$ cat config.mk
export PLATFORM = sky130hd
export DESIGN_NAME = car_state_keeper_flat
export DESIGN_NICKNAME = d
export VERILOG_FILES = /design/src/rtl/car_state_keeper_if.sv /design/src/rtl/car_state_keeper.sv /design/src/flat_wrapper.sv
export SDC_FILE = /design/constraint.sdc
export NUM_CORES = 1
export LEC_CHECK = 0
export CORE_ASPECT_RATIO = 1.25
export CORE_UTILIZATION = 32
export DETAILED_ROUTE_END_ITERATION = 6
export DONT_BUFFER_PORTS = 1
export PLACE_DENSITY = 0.5
export SLEW_MARGIN = 20
export SYNTH_ARGS = -nofsm -noshare
export SYNTH_HDL_FRONTEND = slang
export SYNTH_SLANG_ARGS = --single-unit
export TNS_END_PERCENT = 20
$ cat constraint.sdc
create_clock -name clk -period 8.4 [get_ports clk]
set_input_delay 1.26 -clock clk [delete_from_list [all_inputs] [get_ports clk]]
set_output_delay 1.26 -clock clk [all_outputs]
set_load 0.02 [all_outputs]
$ cat src/rtl/car_state_keeper_if.sv
// Decoder-side and display-side signals of the car state keeper.
// The decoder/display side takes the master view, the keeper the slave view.
interface car_state_keeper_if #(
    parameter int MILE_W = 24
);
    logic [1:0]        next_state;
    logic [3:0]        next_moving_state;
    logic              next_power;
    logic [5:0]        ctrl;
    logic [1:0]        state;
    logic [3:0]        moving_state;
    logic              power;
    logic [MILE_W-1:0] mileage;
    logic              auto_off;
    logic [3:0]        idle_sec;

    modport master (
        output next_state, next_moving_state, next_power, ctrl,
        input  state, moving_state, power, mileage, auto_off, idle_sec
    );

    modport slave (
        input  next_state, next_moving_state, next_power, ctrl,
        output state, moving_state, power, mileage, auto_off, idle_sec
    );
endinterface

$ cat src/rtl/car_state_keeper.sv
// Holds the car's registered state fed back to the manual-drive decoder,
// with an idle auto power-off timer and a moving-time odometer.
module car_state_keeper #(
    parameter int TICK_DIV = 100000,
    parameter int IDLE_MS  = 10000,
    parameter int MILE_MS  = 1000,
    parameter int MILE_W   = 24
) (
    input  logic             clk,
    input  logic             rst,
    car_state_keeper_if.slave bus
);

    localparam int PRESC_W = (TICK_DIV > 1) ? $clog2(TICK_DIV) : 1;
    localparam int IDLE_W  = $clog2(IDLE_MS + 1);
    localparam int MCNT_W  = (MILE_MS > 1) ? $clog2(MILE_MS) : 1;

    localparam logic [1:0] ST_NSTART = 2'b00;
    localparam logic [1:0] ST_MOVING = 2'b10;
    localparam logic [1:0] ST_ILLEGAL = 2'b11;
    localparam logic [3:0] MV_NONE   = 4'b0000;
    localparam logic [3:0] SEC_MAX   = 4'd15;

    function automatic logic [MILE_W-1:0] sat_inc(input logic [MILE_W-1:0] v);
        return (&v) ? v : v + MILE_W'(1);
    endfunction

    // Whole seconds left before auto-off, clamped to what the 4-bit display can show.
    function automatic logic [3:0] sec_left(input logic [IDLE_W-1:0] cnt);
        int unsigned secs;
        secs = (int'(IDLE_MS) - int'(cnt)) / 1000;
        return (secs > 15) ? SEC_MAX : 4'(secs);
    endfunction

    logic [PRESC_W-1:0] presc;
    logic [5:0]         ctrl_q;
    logic               lock;
    logic [IDLE_W-1:0]  idle_cnt;
    logic [MCNT_W-1:0]  mile_cnt;
    logic [1:0]         state_q;
    logic [3:0]         mstate_q;
    logic               power_q;
    logic [MILE_W-1:0]  mileage_q;
    logic               auto_off_q;
    logic [3:0]         idle_sec_q;

    logic               tick;
    logic               act;
    logic               is_moving;
    logic               fire;
    logic               power_d;
    logic [1:0]         state_d;
    logic [3:0]         mstate_d;
    logic [IDLE_W-1:0]  idle_d;
    logic [3:0]         idle_sec_d;
    logic               lock_d;
    logic               in_window;
    logic               mile_step;
    logic               mile_wrap;

    always_comb begin
        tick      = (presc == PRESC_W'(TICK_DIV - 1));
        act       = (bus.ctrl != ctrl_q);
        is_moving = (state_q == ST_MOVING);
        // Any control activity in the final tick cycle cancels the power-off.
        fire      = tick & (idle_cnt == IDLE_W'(IDLE_MS - 1)) & power_q & ~is_moving & ~act;

        power_d  = bus.next_power & ~lock & ~fire;
        state_d  = ST_NSTART;
        mstate_d = MV_NONE;
        if (power_d) begin
            state_d  = (bus.next_state == ST_ILLEGAL) ? ST_NSTART : bus.next_state;
            mstate_d = bus.next_moving_state;
        end

        if (~power_q | is_moving | act | fire) begin
            idle_d = '0;
        end else if (tick) begin
            idle_d = idle_cnt + IDLE_W'(1);
        end else begin
            idle_d = idle_cnt;
        end

        // idle_sec is registered alongside the state it describes.
        idle_sec_d = (power_d && state_d != ST_MOVING) ? sec_left(idle_d) : SEC_MAX;

        // A lock set by the timeout only clears once the request is seen low.
        if (fire) begin
            lock_d = 1'b1;
        end else if (!bus.next_power) begin
            lock_d = 1'b0;
        end else begin
            lock_d = lock;
        end

        in_window = power_q & is_moving & (mstate_q != MV_NONE);
        mile_step = in_window & tick;
        mile_wrap = mile_step & (mile_cnt == MCNT_W'(MILE_MS - 1));
    end

    // ms prescaler, free running
    always_ff @(posedge clk or negedge rst) begin
        if (!rst) begin
            presc <= '0;
        end else if (tick) begin
            presc <= '0;
        end else begin
            presc <= presc + PRESC_W'(1);
        end
    end

    // car state registration and idle timer
    always_ff @(posedge clk or negedge rst) begin
        if (!rst) begin
            ctrl_q     <= '0;
            lock       <= 1'b0;
            idle_cnt   <= '0;
            power_q    <= 1'b0;
            state_q    <= ST_NSTART;
            mstate_q   <= MV_NONE;
            auto_off_q <= 1'b0;
            idle_sec_q <= SEC_MAX;
        end else begin
            ctrl_q     <= bus.ctrl;
            lock       <= lock_d;
            idle_cnt   <= idle_d;
            power_q    <= power_d;
            state_q    <= state_d;
            mstate_q   <= mstate_d;
            auto_off_q <= fire;
            idle_sec_q <= idle_sec_d;
        end
    end

    // odometer; the partial ms count survives leaving the moving window
    always_ff @(posedge clk or negedge rst) begin
        if (!rst) begin
            mile_cnt  <= '0;
            mileage_q <= '0;
        end else if (mile_wrap) begin
            mile_cnt  <= '0;
            mileage_q <= sat_inc(mileage_q);
        end else if (mile_step) begin
            mile_cnt  <= mile_cnt + MCNT_W'(1);
        end
    end

    assign bus.state        = state_q;
    assign bus.moving_state = mstate_q;
    assign bus.power        = power_q;
    assign bus.mileage      = mileage_q;
    assign bus.auto_off     = auto_off_q;
    assign bus.idle_sec     = idle_sec_q;

endmodule

$ cat src/flat_wrapper.sv
// flat-port wrapper written by rule: the top's interface ports become plain ports
module car_state_keeper_flat 
#(
    parameter int TICK_DIV = 100000,
    parameter int IDLE_MS  = 10000,
    parameter int MILE_MS  = 1000,
    parameter int MILE_W   = 24
)
  (clk, rst, bus_next_state, bus_next_moving_state, bus_next_power, bus_ctrl, bus_state, bus_moving_state, bus_power, bus_mileage, bus_auto_off, bus_idle_sec);
  car_state_keeper_if #(.MILE_W(MILE_W)) bus_i ();
  input  logic clk;
  input  logic rst;
  input wire logic [$bits(bus_i.next_state)-1:0] bus_next_state;
  input wire logic [$bits(bus_i.next_moving_state)-1:0] bus_next_moving_state;
  input wire logic [$bits(bus_i.next_power)-1:0] bus_next_power;
  input wire logic [$bits(bus_i.ctrl)-1:0] bus_ctrl;
  output wire logic [$bits(bus_i.state)-1:0] bus_state;
  output wire logic [$bits(bus_i.moving_state)-1:0] bus_moving_state;
  output wire logic [$bits(bus_i.power)-1:0] bus_power;
  output wire logic [$bits(bus_i.mileage)-1:0] bus_mileage;
  output wire logic [$bits(bus_i.auto_off)-1:0] bus_auto_off;
  output wire logic [$bits(bus_i.idle_sec)-1:0] bus_idle_sec;
  assign bus_i.next_state = bus_next_state;
  assign bus_i.next_moving_state = bus_next_moving_state;
  assign bus_i.next_power = bus_next_power;
  assign bus_i.ctrl = bus_ctrl;
  assign bus_state = bus_i.state;
  assign bus_moving_state = bus_i.moving_state;
  assign bus_power = bus_i.power;
  assign bus_mileage = bus_i.mileage;
  assign bus_auto_off = bus_i.auto_off;
  assign bus_idle_sec = bus_i.idle_sec;
  car_state_keeper #(.TICK_DIV(TICK_DIV), .IDLE_MS(IDLE_MS), .MILE_MS(MILE_MS), .MILE_W(MILE_W)) u_core (.clk(clk), .rst(rst), .bus(bus_i));
endmodule
==> flow_metrics.env, run 1 <==
export IMPL_max_stage_delay_ps=640
export IMPL_clock_sinks=84
export IMPL_viasPerCell=5.628
export IMPL_final_layout_size_suffix_gt1_share_pct=9.331
export IMPL_crit_family="simple AND/OR/NAND/NOR gates"
export IMPL_critical_path_buf_inv_count=1
export IMPL_die_w_um=127.5
export IMPL_cts_clk_slew_worst_paths_ps=70
export IMPL_crit_fanout=14
export IMPL_max_freq_ghz=0.1311
export IMPL_tightest_slew_ps=965.5
export IMPL_rsz0062_at_grt="false"
export IMPL_synth_area_leaders="dfrtp_1 (32%), xnor2_1 (7.5%), nand3_1 (3.9%)"
export IMPL_num_nets_final=734
export IMPL_post_place_cells=967
export IMPL_slew_limit_headroom_pct=35.04
export IMPL_num_antenna_cells=0
export IMPL_globalplace_congestion=0.9034
export IMPL_cts_buffers=9
export IMPL_ctsResizeCount=0
export IMPL_min_path_type="register to register"
export IMPL_grt_antenna_before_repair=0
export IMPL_grt_usage_pct=17.28
export IMPL_fin_skew_ps=8.995
export IMPL_cts_root_buffer="clkbuf_16"
export IMPL_area_growth_pct=8.963
export IMPL_drc=0
export IMPL_min_period_over_period_pct=90.81
export IMPL_vias=5532
export IMPL_die_area_mm2=0.02024
export IMPL_max_cap_violations=0
export IMPL_nFillCells=2004
export IMPL_avgRoutedWirePerCell_um=17.36
export IMPL_path_class="input port to register"
export IMPL_die_height_um=158.8
export IMPL_crit_arrival_ps=7880
export IMPL_setup_worst_path_end_class="register"
export IMPL_cp_start_kind="input port"
export IMPL_synthArstFlopShare_pct=100.0
export IMPL_layout_min_cycle_time_ps=7628
export IMPL_ant_nets=0
export IMPL_cts_tree="built"
export IMPL_grt_max_degree=85
export IMPL_start_util_pct=32.58
export IMPL_p_total_uw=863.8
export IMPL_slowest_stage="or4_1"
export IMPL_finalSetupViolCount=0
export IMPL_drtIter0Drc=354
export IMPL_syn_inst=725
export IMPL_h_tree_depth=3
export IMPL_status="finished clean"
export IMPL_io_pins=51
export IMPL_ys_ff_latch=84
export IMPL_tns_ps=0
export IMPL_ys_warn_count=0
export IMPL_final_cells=983
export IMPL_final_hold_violation_count=0
export IMPL_grt_pass1_wl_mm=28.32
export IMPL_power_density_mw_per_mm2=125.9
export IMPL_dpl_hpwl_mm=12.76
export IMPL_hold_worst_slack_ps=463.2
export IMPL_synth_top_cell_area_share_pct=31.80
export IMPL_syn_nets=746
export IMPL_drt_first_pass_iters=5
export IMPL_worstPathRequired_ps=8650
export IMPL_synth_flop_cell="dfrtp_1"
export IMPL_post_route_util_pct=35.50
export IMPL_coreArea_mm2=0.01933
export IMPL_cts_path_max_buffers=2
export IMPL_grt_overflow=0
export IMPL_drt_wl_total_mm=17.06
export IMPL_synthDistinctLibCells=99
export IMPL_std_cell_rows=57
export IMPL_finalMaxSlewViolations=0
export IMPL_leakagePower_uw=0.002582
export IMPL_netlist_area_mm2=0.006296
export IMPL_post_cts_setup_buffers=0
export IMPL_cts_hold_buf=0
export IMPL_max_vdd_ir_drop_uv=76.71
export IMPL_syn_avg_cell_area_um2=8.684
export IMPL_clk_latency_ps=340
export IMPL_synth_edf_count=0
export IMPL_synth_area_leader_cell="dfrtp_1"
export IMPL_grt_pass1_vias=5493
export IMPL_port_buffers=0
export IMPL_synth_seq_area_share_pct=33.47
[cell usage after synthesis, types with 17 or more instances]
cell / instances
xnor2_1: 54
xor2_1: 25
nand3_1: 49
o21ai_0: 43
a21oi_1: 22
clkbuf_1: 17
nor2_1: 60
dfrtp_1: 80
nor4_1: 17
nor3_1: 23
nand4_1: 18
nand2_1: 53
or3_1: 19
[sequential cells by signal (all words and copies together), names as in the netlist]
signal,cells
u_core.bus.idle_sec,4
u_core.presc,17
u_core.bus.auto_off,1
u_core.bus.state,2
u_core.ctrl_q,6
u_core.bus.moving_state,4
u_core.idle_cnt,14
u_core.bus.power,1
u_core.mile_cnt,10
u_core.bus.mileage,24
u_core.lock,1
[placed cells by master, fill, tap and decap left out, types with 4 or more instances in the layout]
cell type | synthesis | layout
buf_4 | 3 | 6
nor4_1 | 17 | 17
nand2_1 | 53 | 53
xnor2_1 | 54 | 54
a31oi_1 | 6 | 6
o31ai_1 | 8 | 8
a211oi_1 | 6 | 6
nor4b_1 | 4 | 4
a211o_1 | 6 | 6
nor3b_1 | 6 | 6
or3_1 | 19 | 19
a311oi_1 | 4 | 4
nor2_1 | 60 | 60
o21a_1 | 9 | 9
ha_1 | 6 | 6
a21oi_1 | 22 | 22
nand4_1 | 18 | 18
nor3_1 | 23 | 23
dfrtp_1 | 80 | 80
nand3_1 | 49 | 49
o21ai_0 | 43 | 43
nand3b_1 | 4 | 4
inv_1 | 16 | 16
and2_1 | 15 | 15
clkbuf_16 | 0 | 9
mux2i_1 | 5 | 5
dfstp_2 | 4 | 4
nand2b_1 | 7 | 7
and3_1 | 15 | 15
and4_1 | 6 | 6
xor2_1 | 25 | 25
o211ai_1 | 5 | 5
o21ai_1 | 7 | 7
o31a_1 | 4 | 4
or4_1 | 7 | 7
[metrics by stage]
stage / area (µm²) / setup WS, ps
after floorplan: 6296 / 1210
after global placement: 6535 / 746.6
after detailed placement: 6535 / 486.9
after CTS: 6860 / 825.5
after global routing: 6860 / 226.6
final: 6860 / 772.2
[report_power, final]
group	leakage, µW	total (µW)	internal, µW	switching [µW]
clock network	0.000155	441	265	176
logic	0.00130	9.56	4.24	5.32
registers	0.00112	414	409	4.94
total	0.00258	864	677	186
[routing by layer]
layer	share of wire (%)	wire length, µm	track usage [%]	vias up
met4	3.2	540	7.846	0
met1	43	7275	20.74	2668
met5	0	0	0	-
met2	51	8634	30.10	152
li1	-	-	-	2675
met3	3.6	613	2.561	37
[cell families (layout without fill, tap and decap cells)]
family	Yosys count	after routing	share of synthesized area (%)
DFF	84	84	33.47
AOI/OAI and AO/OA	169	169	19.87
xor gates and xnor gates	80	80	11.25
adders and majority gates	6	6	1.192
buffers and inverters	46	39	3.199
muxes	9	9	1.570
and+or+nand+nor	331	331	29.45
[worst paths after layout]
check	startpoint	endpoint	slack, ps	depth (start not counted)
worst max-delay path	bus_ctrl[1]	u_core.bus.idle_sec[1]	770	25
max in group asynchronous	rst	u_core.bus.idle_sec[1]	7570	0
worst min register to register	u_core.lock	u_core.bus.state[1]	460	1
worst min-delay path	u_core.lock	u_core.bus.state[1]	460	1
min in group asynchronous	rst	u_core.presc[11]	610	0
worst max register to register	u_core.idle_cnt[7]	u_core.bus.idle_sec[1]	1060	26
[area by class of cell]
class / count / area (µm²) / area share [%]
Timing Repair Buffer: 6 / 45.04 / 0.6566
Clock inverter: 6 / 96.34 / 1.404
Tap cell: 265 / 331.6 / 4.833
Sequential cell: 84 / 2107 / 30.71
Inverter: 17 / 63.81 / 0.9301
Multi-Input combinational cell: 595 / 3988 / 58.13
Clock buffer: 10 / 229.0 / 3.338
Power figures use the tool's default switching activity.
==> run 2, diff against run 1 <==
--- a/config.mk
+++ b/config.mk
@@ -6,10 +6,10 @@
 export NUM_CORES = 1
 export LEC_CHECK = 0
 export CORE_ASPECT_RATIO = 1.25
-export CORE_UTILIZATION = 32
+export CORE_UTILIZATION = 25
 export DETAILED_ROUTE_END_ITERATION = 6
 export DONT_BUFFER_PORTS = 1
-export PLACE_DENSITY = 0.5
+export PLACE_DENSITY = 0.42
 export SLEW_MARGIN = 20
 export SYNTH_ARGS = -nofsm -noshare
 export SYNTH_HDL_FRONTEND = slang
==> run 2 against run 1 <==
Net effect:
- clock power down 6.3%
- final cell count rose by 7.3%
- combinational power fell by 0.8%
- register-to-register slack got worse by 80 ps
- worst hold slack gained 7.7 ps
- sequential power about the same
- via count decreased by 1.5%
- non-clock buffer count increased by 7
- routed wire length is 4.2% higher
- power is 3.2% lower
- largest power group is now registers
- highest routed layer unchanged
==> flow_metrics.env, run 2 (synthesis gave the netlist of run 1 again) <==
export IMPL_status="finished clean"
export IMPL_dpl_hpwl_mm=13.40
export IMPL_max_vdd_ir_drop_uv=96.92
export IMPL_clock_sinks=84
export IMPL_post_route_util_pct=28.35
export IMPL_std_cell_rows=64
export IMPL_grt_overflow=0
export IMPL_grt_pass1_wl_mm=29.60
export IMPL_design_area_mm2=0.006970
export IMPL_grt_max_degree=85
export IMPL_cts_buffers=9
export IMPL_die_w_um=143.9
export IMPL_cts_clk_slew_worst_paths_ps=70
export IMPL_rsz0062_at_grt="false"
export IMPL_layout_setup_ws_ps=703.1
export IMPL_ctsResizeCount=0
export IMPL_grt_pass1_vias=5529
export IMPL_fin_skew_ps=12.73
export IMPL_num_antenna_cells=0
export IMPL_met2_length_mm=8.984
export IMPL_drt_met1_wl_mm=7.706
export IMPL_coreArea_mm2=0.02458
export IMPL_worstPathRequired_ps=8660
export IMPL_drc=0
export IMPL_p_switching_uw=189.3
export IMPL_drt_first_pass_iters=4
export IMPL_post_cts_setup_buffers=0
export IMPL_setup_worst_path_end_class="register"
export IMPL_hold_worst_slack_ps=471.0
export IMPL_num_nets_final=741
export IMPL_drt_wl_total_mm=17.78
export IMPL_port_buffers=0
export IMPL_path_class="input port to register"
export IMPL_swShare_pct=22.64
export IMPL_slew_limit_headroom_pct=42.24
export IMPL_start_util_pct=25.61
export IMPL_crit_family="simple AND/OR/NAND/NOR gates"
export IMPL_h_tree_depth=3
export IMPL_largest_reg_flops=24
export IMPL_ant_nets=0
export IMPL_cts_root_buffer="clkbuf_16"
export IMPL_min_path_type="register to register"
export IMPL_place_area_mm2=0.006669
export IMPL_max_cap_violations=0
export IMPL_power_density_mw_per_mm2=120.0
export IMPL_final_hold_violation_count=0
export IMPL_vias=5450
export IMPL_final_layout_size_suffix_gt1_share_pct=10.21
export IMPL_avgRoutedWirePerCell_um=16.85
export IMPL_finalMaxSlewViolations=0
export IMPL_topRoutingLayerUsed="met4"
export IMPL_cts_hold_buf=0
export IMPL_crit_arrival_ps=7960
export IMPL_min_period_over_period_pct=91.63
export IMPL_viasPerCell=5.166
export IMPL_die_height_um=179.4
export IMPL_crit_fanout=14
export IMPL_slowest_stage="or4_1"
export IMPL_cts_tree="built"
export IMPL_combPwrFrac_pct=1.1
export IMPL_cp_start_kind="input port"
export IMPL_tns_ps=0
export IMPL_grt_antenna_before_repair=0
export IMPL_max_freq_ghz=0.1299
export IMPL_internal_power_uw=646.9
export IMPL_cts_path_max_buffers=2
export IMPL_pre_cts_slack_ps=355.2
export IMPL_p_clk_share_pct=49.4
export IMPL_wl_met3_um=457
export IMPL_area_growth_pct=10.71
export IMPL_leakagePower_uw=0.002599
export IMPL_globalplace_congestion=0.8015
export IMPL_die_area_mm2=0.02583
export IMPL_p_seq_share_pct=49.5
export IMPL_drtIter0Drc=224
export IMPL_tightest_slew_ps=859.3
export IMPL_clk_latency_ps=340
export IMPL_io_pins=51
export IMPL_max_stage_delay_ps=620
export IMPL_grt_usage_pct=14.24
export IMPL_nFillCells=2669
export IMPL_critical_path_buf_inv_count=1
export IMPL_final_cell_mix="dfrtp_1 (80), nor2_1 (60), xnor2_1 (54)"
export IMPL_final_common_cell="dfrtp_1"
export IMPL_finalSetupViolCount=0
export IMPL_layout_min_cycle_time_ps=7697
## run 2: cell types whose count changed in the layout (fill, tap and decap cells not counted), sizes merged
cell,previous run,this run
clkinvlp,1,3
clkinv,1,0
buf,6,13
bufinv,2,1
## run 2: area by class of cell
cell class,instances,area [µm²],share of cell area [%]
multi-input combinational,595,3988,57.21
sequential,84,2107,30.23
tap,330,412.9,5.924
clock buffer,10,229.0,3.285
timing repair buffer,13,97.59,1.400
clock inverter,6,72.57,1.041
inverter,17,63.81,0.9155
## run 2: final timing paths
path | from | end | slack (ps) | depth (start not counted)
worst min-delay path | u_core.lock | u_core.bus.state[1] | 470 | 1
worst min register to register | u_core.lock | u_core.bus.state[1] | 470 | 1
max in group asynchronous | rst | u_core.bus.idle_sec[3] | 7550 | 0
worst max register to register | u_core.idle_cnt[7] | u_core.bus.idle_sec[1] | 980 | 26
min in group asynchronous | rst | u_core.idle_cnt[12] | 610 | 0
worst max-delay path | bus_ctrl[1] | u_core.bus.idle_sec[1] | 700 | 25
## run 2: per-stage QoR
step | cells | total power, µW
after global placement | 1039 | 431.2
after CTS | 1055 | 852.6
after detailed placement | 1039 | 431.0
final | 1055 | 836.2
after floorplan | 725 | 428.0
after global routing | 1055 | 871.1
## run 2: power groups by stage
stage	clock network [µW]	logic, µW	registers [µW]
global route	447	10.7	414
floorplan	0	7.20	421
global placement	0	9.79	421
detailed placement	0	9.59	421
CTS	429	9.71	414
finish	413	9.48	414
## run 2: metal layers
layer | up-vias | track usage [%]
li1 | 2684 | -
met1 | 2647 | 16.87
met2 | 87 | 24.95
met3 | 32 | 1.971
met4 | 0 | 6.638
met5 | - | 0
==> run 3, diff against run 2 <==
==> constraint.sdc (replaced) <==
create_clock -name clk -period 8.4 [get_ports clk]
set_input_delay 1.26 -clock clk [delete_from_list [all_inputs] [get_ports clk]]
set_output_delay 1.26 -clock clk [all_outputs]
set_load 0.05 [all_outputs]
==> results of run 3 <==
Same layout as run 2 (identical final DEF). Status: finished clean.
Among the figures that moved: total power 836.2 µW -> 841.5 µW
